[config.mk]
export PLATFORM = sky130hd
export DESIGN_NAME = serial_adder_8bit_flat
export DESIGN_NICKNAME = d
export VERILOG_FILES = /design/src/rtl/serial_adder_8bit_if.sv /design/src/rtl/serial_adder_8bit.sv /design/src/flat_wrapper.sv
export SDC_FILE = /design/constraint.sdc
export NUM_CORES = 1
export LEC_CHECK = 0
export BUFFER_PORTS_ARGS = -buffer_cell sky130_fd_sc_hd__clkbuf_2
export CAP_MARGIN = 20
export CORE_UTILIZATION = 38
export CTS_BUF_LIST = sky130_fd_sc_hd__clkbuf_4
export CTS_CLUSTER_SIZE = 8
export DETAILED_ROUTE_END_ITERATION = 7
export GPL_ROUTABILITY_DRIVEN = 0
export GPL_TIMING_DRIVEN = 0
export PLACE_DENSITY = 0.58
export SKIP_LAST_GASP = 1
export SLEW_MARGIN = 20
export SYNTH_ARGS = -nofsm -noshare
export SYNTH_HDL_FRONTEND = slang
export SYNTH_SLANG_ARGS = --single-unit
[constraint.sdc]
create_clock -name clk -period 1.2 [get_ports clk]
set_input_delay 0.12 -clock clk [delete_from_list [all_inputs] [get_ports clk]]
set_output_delay 0.12 -clock clk [all_outputs]
set_load 0.005 [all_outputs]
[src/rtl/serial_adder_8bit_if.sv]
// Operand/result bundle for the bit-serial adder.
//   start        request, sampled only while the adder is idle
//   a, b, c_in   operands, captured when start is accepted
//   busy         adder is working on an operation or presenting its result
//   done         one-cycle pulse; sum/c_out carry the new result
//   sum, c_out   last completed result, held until the next completion
// master = requester side, slave = adder side.
interface serial_adder_8bit_if #(
  parameter int unsigned WIDTH = 8
);
  logic             start;
  logic [WIDTH-1:0] a;
  logic [WIDTH-1:0] b;
  logic             c_in;
  logic             busy;
  logic             done;
  logic [WIDTH-1:0] sum;
  logic             c_out;

  modport master (
    output start, a, b, c_in,
    input  busy, done, sum, c_out
  );

  modport slave (
    input  start, a, b, c_in,
    output busy, done, sum, c_out
  );
endinterface

[src/rtl/serial_adder_8bit.sv]
// Bit-serial adder: one full-adder cell, a carry flip-flop and operand shift
// registers add a + b + c_in one bit per clock, LSB first.
//   clk   clock, all state changes on the rising edge
//   rst   synchronous reset, active-high
//   bus   serial_adder_8bit_if slave: start/a/b/c_in in, busy/done/sum/c_out out
// An accepted start at edge k yields done high in the cycle after edge
// k+WIDTH; the next start can be accepted at edge k+WIDTH+2.

module full_adder (
  input  logic a_i,
  input  logic b_i,
  input  logic c_i,
  output logic s_o,
  output logic c_o
);
  assign s_o = a_i ^ b_i ^ c_i;
  assign c_o = (a_i & b_i) | (a_i & c_i) | (b_i & c_i);
endmodule

module serial_adder_8bit #(
  parameter int unsigned WIDTH = 8
) (
  input logic               clk,
  input logic               rst,
  serial_adder_8bit_if.slave bus
);
  localparam int unsigned CW = $clog2(WIDTH) + 1;

  typedef enum logic [1:0] {IDLE, SHIFT, DONE} state_t;

  state_t           state_q, state_d;
  logic [WIDTH-1:0] reg_a_q, reg_a_d;
  logic [WIDTH-1:0] reg_b_q, reg_b_d;
  // Only WIDTH-1 result bits need storing: the final bit comes straight from
  // the adder on the completing edge.
  logic [WIDTH-2:0] res_q, res_d;
  logic [WIDTH-1:0] sum_q, sum_d;
  logic             carry_q, carry_d;
  logic             c_out_q, c_out_d;
  logic [CW-1:0]    cnt_q, cnt_d;

  logic             fa_s, fa_co;
  logic             last_bit;
  logic [WIDTH-1:0] res_next;

  full_adder u_fa (
    .a_i (reg_a_q[0]),
    .b_i (reg_b_q[0]),
    .c_i (carry_q),
    .s_o (fa_s),
    .c_o (fa_co)
  );

  assign last_bit = (cnt_q == CW'(WIDTH - 1));
  assign res_next = {fa_s, res_q};

  // State register
  always_ff @(posedge clk) begin
    if (rst) begin
      state_q <= IDLE;
    end else begin
      state_q <= state_d;
    end
  end

  // Next-state logic
  always_comb begin
    state_d = state_q;
    case (state_q)
      IDLE:    if (bus.start) state_d = SHIFT;
      SHIFT:   if (last_bit)  state_d = DONE;
      DONE:    state_d = IDLE;
      default: state_d = IDLE;
    endcase
  end

  // Output decode
  always_comb begin
    bus.busy  = (state_q != IDLE);
    bus.done  = (state_q == DONE);
    bus.sum   = sum_q;
    bus.c_out = c_out_q;
  end

  // Datapath next-state
  always_comb begin
    reg_a_d = reg_a_q;
    reg_b_d = reg_b_q;
    res_d   = res_q;
    sum_d   = sum_q;
    carry_d = carry_q;
    c_out_d = c_out_q;
    cnt_d   = cnt_q;
    case (state_q)
      IDLE: begin
        if (bus.start) begin
          reg_a_d = bus.a;
          reg_b_d = bus.b;
          carry_d = bus.c_in;
          res_d   = '0;
          cnt_d   = '0;
        end
      end
      SHIFT: begin
        reg_a_d = {1'b0, reg_a_q[WIDTH-1:1]};
        reg_b_d = {1'b0, reg_b_q[WIDTH-1:1]};
        res_d   = res_next[WIDTH-1:1];
        carry_d = fa_co;
        cnt_d   = cnt_q + CW'(1);
        // Outputs change only here, so partial results never appear.
        if (last_bit) begin
          sum_d   = res_next;
          c_out_d = fa_co;
        end
      end
      default: ;
    endcase
  end

  // Datapath registers
  always_ff @(posedge clk) begin
    if (rst) begin
      reg_a_q <= '0;
      reg_b_q <= '0;
      res_q   <= '0;
      sum_q   <= '0;
      carry_q <= 1'b0;
      c_out_q <= 1'b0;
      cnt_q   <= '0;
    end else begin
      reg_a_q <= reg_a_d;
      reg_b_q <= reg_b_d;
      res_q   <= res_d;
      sum_q   <= sum_d;
      carry_q <= carry_d;
      c_out_q <= c_out_d;
      cnt_q   <= cnt_d;
    end
  end
endmodule
[src/flat_wrapper.sv]
// flat-port wrapper written by rule: the top's interface ports become plain ports
module serial_adder_8bit_flat 
#(
  parameter int unsigned WIDTH = 8
)
  (clk, rst, bus_start, bus_a, bus_b, bus_c_in, bus_busy, bus_done, bus_sum, bus_c_out);
  serial_adder_8bit_if #(.WIDTH(WIDTH)) bus_i ();
  input logic clk;
  input logic rst;
  input wire logic [$bits(bus_i.start)-1:0] bus_start;
  input wire logic [$bits(bus_i.a)-1:0] bus_a;
  input wire logic [$bits(bus_i.b)-1:0] bus_b;
  input wire logic [$bits(bus_i.c_in)-1:0] bus_c_in;
  output wire logic [$bits(bus_i.busy)-1:0] bus_busy;
  output wire logic [$bits(bus_i.done)-1:0] bus_done;
  output wire logic [$bits(bus_i.sum)-1:0] bus_sum;
  output wire logic [$bits(bus_i.c_out)-1:0] bus_c_out;
  assign bus_i.start = bus_start;
  assign bus_i.a = bus_a;
  assign bus_i.b = bus_b;
  assign bus_i.c_in = bus_c_in;
  assign bus_busy = bus_i.busy;
  assign bus_done = bus_i.done;
  assign bus_sum = bus_i.sum;
  assign bus_c_out = bus_i.c_out;
  serial_adder_8bit #(.WIDTH(WIDTH)) u_core (.clk(clk), .rst(rst), .bus(bus_i));
endmodule
==> flow_metrics.py, run 1 <==
metrics = {
    "sta": {
        "clock_skew_ns": 0.00688,
        "relSlewSlack_pct": 71.7,
        "max_freq_mhz": 794,
        "tightest_slew_ns": 0.425,
        "final_max_slew_viol_count": 0,
        "finalCritPeriodShare_pct": 105,
        "rsz0062_at_grt": "true",
        "layout_setup_ws_ns": -0.0593,
        "hold_viol_final": 0,
        "setup_viol": 19,
        "min_period_ns": 1.26,
    },
    "critical_path": {
        "cp_cell_sequence": "buf_6 -> buf_6 -> nor2b_4 -> buf_2",
        "crit_family": "flip-flops",
        "crit_buf_inv": 3,
        "crit_top_cell": "buf_6",
        "crit_type": "register to primary output",
        "critPathSlowestCell": "dfxtp_4",
        "cp.required_ns": 1.08,
        "critical_path_arrival_ns": 1.14,
        "critPathLaunchType": "register",
        "max_stage_delay_ns": 0.36,
        "end_kind": "primary output",
        "critical_path.max_fanout": 6,
    },
    "yosys": {
        "synth.distinct_cells": 28,
        "ys_seq_elements": 39,
        "synthesis.area_um2": 1680,
        "syn_nets": 203,
        "synthCells": 181,
        "synth-seq-area-share_pct": 46.6,
        "syn_area_per_cell_um2": 9.26,
        "yosysWarnings": 0,
    },
    "layout": {
        "final_cell_mix": "dfxtp_1 (34), nand2_1 (32), clkbuf_2 (27)",
        "fin_nets": 253,
        "drive_gt1_share_pct": 34.5,
        "finalNonFillerCells": 282,
        "final_util_pct": 52.9,
        "syn_to_final_growth_pct": 29.8,
        "insertedDiodeCount": 0,
        "layout_commonest_cell": "dfxtp_1",
    },
    "route": {
        "wl_per_cell_um": 14.0,
        "ant_nets": 0,
        "drc_errors": 0,
        "viasPerCell": 5.15,
        "wl_um": 3940,
        "drt-initial-drc-count": 46,
        "first_pass_iters": 4,
        "vias": 1453,
    },
    "floorplanning": {
        "row_count": 23,
        "dieArea_um2": 4680,
        "core_area_um2": 4120,
        "io_pins": 31,
        "die_h_um": 68.4,
        "die_w_um": 68.4,
        "start_util_pct": 40.7,
    },
    "clock_network": {
        "cts_root_buf": "clkbuf_4",
        "cts_hold_buf": 0,
        "h-tree-depth": 2,
        "path_clk_slew_ns": 0.11,
        "clock-sinks": 39,
        "clk_latency_ns": 0.34,
        "clockBufferDepth": 2,
        "cts_made_buffers": 5,
        "cts_tree": "done",
    },
    "global_routing": {
        "grt_pass1_wl_um": 6390,
        "grt_overflow_total": 0,
        "grt_pass1_vias": 1419,
        "grt_usage_pct": 18.5,
        "grt_max_degree": 13,
        "antenna_found_initial": 0,
    },
    "status": {
        "violations": "setup timing",
        "status": "finished with violations",
    },
    "min_path": {
        "hold_path_class": "input pin to register",
    },
    "power": {
        "ir_drop_mv": 0.644,
        "leakage_nw": 0.901,
        "power.density_nw_per_um2": 1090,
    },
    "placement": {
        "dpl.hpwl_um": 2480,
        "port_buffers": 28,
        "dp.cells": 259,
    },
    "job": {
        "drv_cap": 0,
    },
}
==> cell usage after synthesis, drive strengths merged <==
cell / instances / area share (%)
nand2: 33 / 7.4
nand3: 2 / 0.60
nor3: 2 / 0.60
o21ai: 15 / 4.5
or3: 1 / 0.37
mux2i: 9 / 5.4
inv: 1 / 0.22
buf: 10 / 4.0
o21bai: 1 / 1.1
nor2b: 3 / 1.6
or3b: 1 / 0.52
a21oi: 4 / 1.2
nor4: 1 / 0.37
o32a: 1 / 0.60
clkbuf: 3 / 0.67
a22o: 22 / 11
a32oi: 2 / 1.0
fa: 1 / 1.2
ha: 1 / 0.75
nor3b: 1 / 0.45
dfxtp: 39 / 47
nand2b: 20 / 7.5
a31oi: 1 / 0.37
nor2: 7 / 1.6
==> kinds of logic after synthesis <==
logic type / Yosys count / synth area share [%]
AOI/OAI and AO/OA: 46 / 20.3
adders and majority gates: 2 / 1.94
buffers and inverters: 14 / 4.92
DFF: 39 / 46.6
muxes: 9 / 5.37
and+or+nand+nor: 71 / 20.9
==> flip-flops by register name, summed over array words and instances, names as in the netlist <==
signal / count
u_core.carry_q: 1
u_core.res_q: 7
u_core.bus.sum: 8
u_core.bus.c_out: 1
u_core.cnt_q: 4
u_core.reg_a_q: 8
u_core.reg_b_q: 8
u_core.state_q: 2
==> worst reg2reg max path: cells and delay by family, from the launching register on <==
kind	cells	cell delay [ns]
flip-flops	1	0.39
multiplexers	1	0.18
buffers and inverters	1	0.17
AND/OR/NAND/NOR	2	0.42
==> layout make-up <==
| type | count | area (um^2) |
|---|---|---|
| clock inverter | 2 | 12.5 |
| clock buffer | 6 | 45.0 |
| timing repair buffer | 43 | 282 |
| sequential | 39 | 792 |
| multi-input combinational | 128 | 872 |
| buffer | 13 | 106 |
| inverter | 1 | 3.75 |
| fill | 393 | 1940 |
| tap | 50 | 62.6 |
==> where the power goes <==
part / internal [mW] / switching (mW) / total, mW
Clock: 0.249 / 0.429 / 0.678
Sequential: 1.34 / 0.0299 / 1.37
Combinational: 0.168 / 0.159 / 0.327
Total: 1.75 / 0.618 / 2.37
==> what timing repair did <==
action                                  CTS  global route
pin swaps                                 3             6
hold endpoints to repair                  0             0
gates cloned                              1             2
setup buffers                            11             1
resized for setup                        27            18
endpoints found under the setup margin   37            36
==> metrics by stage <==
step | setup slack (ns) | setup TNS (ns) | instance area, um^2 | total power [mW] | hold slack [ns]
floorplan | 0.0191 | 0 | 1680 | 1.56 | 0.292
global placement | -0.131 | -3.02 | 1880 | 1.64 | 0.388
detailed placement | -0.147 | -3.49 | 1880 | 1.64 | 0.394
CTS | -0.106 | -0.242 | 2100 | 2.36 | 0.0328
global route | -0.118 | -2.40 | 2180 | 2.49 | 0.0429
finish | -0.0593 | -0.327 | 2180 | 2.37 | 0.0356
==> worst paths after layout <==
kind         slack (ns)         startpoint  cells after the start                 to
min reg2reg        0.48  u_core.bus.sum[5]                      2  u_core.bus.sum[5]
max reg2reg       -0.03  u_core.state_q[1]                      4  u_core.bus.sum[5]
min                0.04           bus_b[7]                      3  u_core.reg_b_q[7]
max               -0.06  u_core.state_q[0]                      4           bus_done
==> per-layer routing <==
layer  track usage [%]  wire, um  up-vias
met2              31.0      1810       33
met5                 0         0        -
met1              22.9      1930      680
li1                  -         -      735
met4              7.03        41        0
met3              4.00       154        5
Note: power is estimated with default switching activity, not from simulation.
==> inputs of run 2 (changes only) <==
--- a/config.mk
+++ b/config.mk
@@ -7,13 +7,13 @@
 export LEC_CHECK = 0
 export BUFFER_PORTS_ARGS = -buffer_cell sky130_fd_sc_hd__clkbuf_2
 export CAP_MARGIN = 20
-export CORE_UTILIZATION = 38
+export CORE_UTILIZATION = 45
 export CTS_BUF_LIST = sky130_fd_sc_hd__clkbuf_4
 export CTS_CLUSTER_SIZE = 8
 export DETAILED_ROUTE_END_ITERATION = 7
 export GPL_ROUTABILITY_DRIVEN = 0
 export GPL_TIMING_DRIVEN = 0
-export PLACE_DENSITY = 0.58
+export PLACE_DENSITY = 0.67
 export SKIP_LAST_GASP = 1
 export SLEW_MARGIN = 20
 export SYNTH_ARGS = -nofsm -noshare
==> run 2 against run 1 <==
  * Global-route usage increased by 0.57 points
  * Sequential share of layout area is 0.59 points higher
  * The run still ends with setup timing left
  * Critical path depth unchanged
  * Design area shrank 1.4%
  * Fmax down 0.79%
  * Sequential power is essentially flat
  * Critical path type unchanged
  * Combinational power shrank 6.7%
  * Setup slack got worse by 0.010 ns
  * First-iteration DRC count increased by 15%
  * Power increased by 6.3%
  * Via count decreased by 1.0%
==> flow_metrics.py, run 2 (synthesis results as in run 1) <==
metrics = {
    "layout": {
        "layout_commonest_cell": "dfxtp_1",
        "finalNonFillerCells": 276,
        "insertedDiodeCount": 0,
        "fin_area_um2": 2140,
        "final_cell_mix": "dfxtp_1 (33), nand2_1 (32), clkbuf_2 (27)",
        "fin_nets": 251,
        "drive_gt1_share_pct": 33.0,
        "syn_to_final_growth_pct": 27.9,
    },
    "route": {
        "drc_errors": 0,
        "drt-initial-drc-count": 53,
        "wl_um": 3560,
        "first_pass_iters": 4,
        "wl_per_cell_um": 12.9,
        "viasPerCell": 5.21,
        "vias": 1438,
        "ant_nets": 0,
    },
    "global_routing": {
        "grt_usage_pct": 19.1,
        "antenna_found_initial": 0,
        "grt_max_degree": 13,
        "grt_overflow_total": 0,
        "grt_pass1_vias": 1349,
        "grt_pass1_wl_um": 5890,
    },
    "floorplanning": {
        "start_util_pct": 48.7,
        "io_pins": 31,
        "row_count": 21,
        "dieArea_um2": 3970,
        "core_area_um2": 3440,
        "die_w_um": 63.0,
        "die_h_um": 63.0,
    },
    "critical_path": {
        "cp.required_ns": 1.08,
        "critical_path.max_fanout": 6,
        "critPathLaunchType": "register",
        "reg2reg_setup_slack_ns": -0.05,
        "crit_type": "register to primary output",
        "end_kind": "primary output",
        "critical_path_arrival_ns": 1.15,
    },
    "placement": {
        "dpl.hpwl_um": 2360,
        "port_buffers": 28,
        "dp.cells": 255,
        "placed_area_um2": 1870,
    },
    "power": {
        "leakage_nw": 0.893,
        "power.density_nw_per_um2": 1180,
        "ir_drop_mv": 0.726,
    },
    "sta": {
        "min_period_ns": 1.27,
        "final_max_slew_viol_count": 0,
        "rsz0062_at_grt": "true",
        "layout_setup_ws_ns": -0.0693,
        "tightest_slew_ns": 0.450,
        "setup_viol": 24,
        "max_freq_mhz": 788,
        "relSlewSlack_pct": 70.0,
        "clock_skew_ns": 0.00710,
        "setup_tns_ns": -0.494,
        "hold_viol_final": 0,
        "finalCritPeriodShare_pct": 106,
        "hold_ws_ns": 0.0459,
    },
    "min_path": {
        "hold_path_class": "input pin to register",
    },
    "clock_network": {
        "cts_made_buffers": 5,
        "h-tree-depth": 2,
        "path_clk_slew_ns": 0.11,
        "clk_latency_ns": 0.35,
        "cts_root_buf": "clkbuf_4",
        "cts_hold_buf": 0,
        "clockBufferDepth": 2,
        "clock-sinks": 39,
        "cts_tree": "done",
    },
    "status": {
        "status": "finished with violations",
        "violations": "setup timing",
    },
    "job": {
        "drv_cap": 0,
    },
}
run 2: final timing paths:
| path | from | endpoint | depth (start not counted) |
|---|---|---|---|
| setup reg to reg | u_core.state_q[0] | u_core.reg_a_q[3] | 5 |
| setup / recovery | u_core.state_q[0] | bus_done | 4 |
| hold / removal | bus_a[7] | u_core.reg_a_q[7] | 3 |
| hold reg to reg | u_core.bus.sum[7] | u_core.bus.sum[7] | 2 |
run 2: what timing repair did:
| action | CTS | global route |
|---|---|---|
| endpoints found under the setup margin | 35 | 35 |
| pin swaps | 3 | 4 |
| gates cloned | 1 | 2 |
| gates resized for setup | 24 | 17 |
| buffers inserted | 10 | 1 |
run 2: final cells by class:
cell class | count | area, um^2
buffer | 12 | 91.3
clock buffer | 5 | 37.5
clock inverter | 3 | 38.8
fill | 295 | 1300
inverter | 1 | 3.75
multi-input combinational | 128 | 866
sequential | 39 | 793
tap | 46 | 57.6
timing repair buffer | 42 | 256
run 2: through the flow:
stage	power (mW)	worst slack, ns	utilization, %
6_report	2.52	-0.0693	62.3
5_1_grt	2.63	-0.123	62.3
4_1_cts	2.52	-0.0845	60.9
3_5_place_dp	1.64	-0.141	54.5
3_3_place_gp	1.64	-0.114	54.5
2_1_floorplan	1.56	0.0191	-
run 2: power breakdown:
| group | internal, mW | switching (mW) |
|---|---|---|
| logic | 0.154 | 0.150 |
| clock network | 0.428 | 0.420 |
| registers | 1.34 | 0.0302 |
| total | 1.92 | 0.601 |
run 2: layer usage:
| metal | track usage [%] | wire (um) | vias up |
|---|---|---|---|
| met5 | 0 | 0 | - |
| met3 | 4.93 | 121 | 9 |
| met4 | 9.30 | 74 | 0 |
| li1 | - | - | 732 |
| met1 | 23.0 | 1710 | 667 |
| met2 | 31.2 | 1660 | 30 |
run 2: worst max-delay path, stage by stage, from the launching register on:
cell and delay (ns):
dfxtp_4 0.36, buf_6 0.12, buf_6 0.11, nor2b_1 0.10
buf_2 0.12
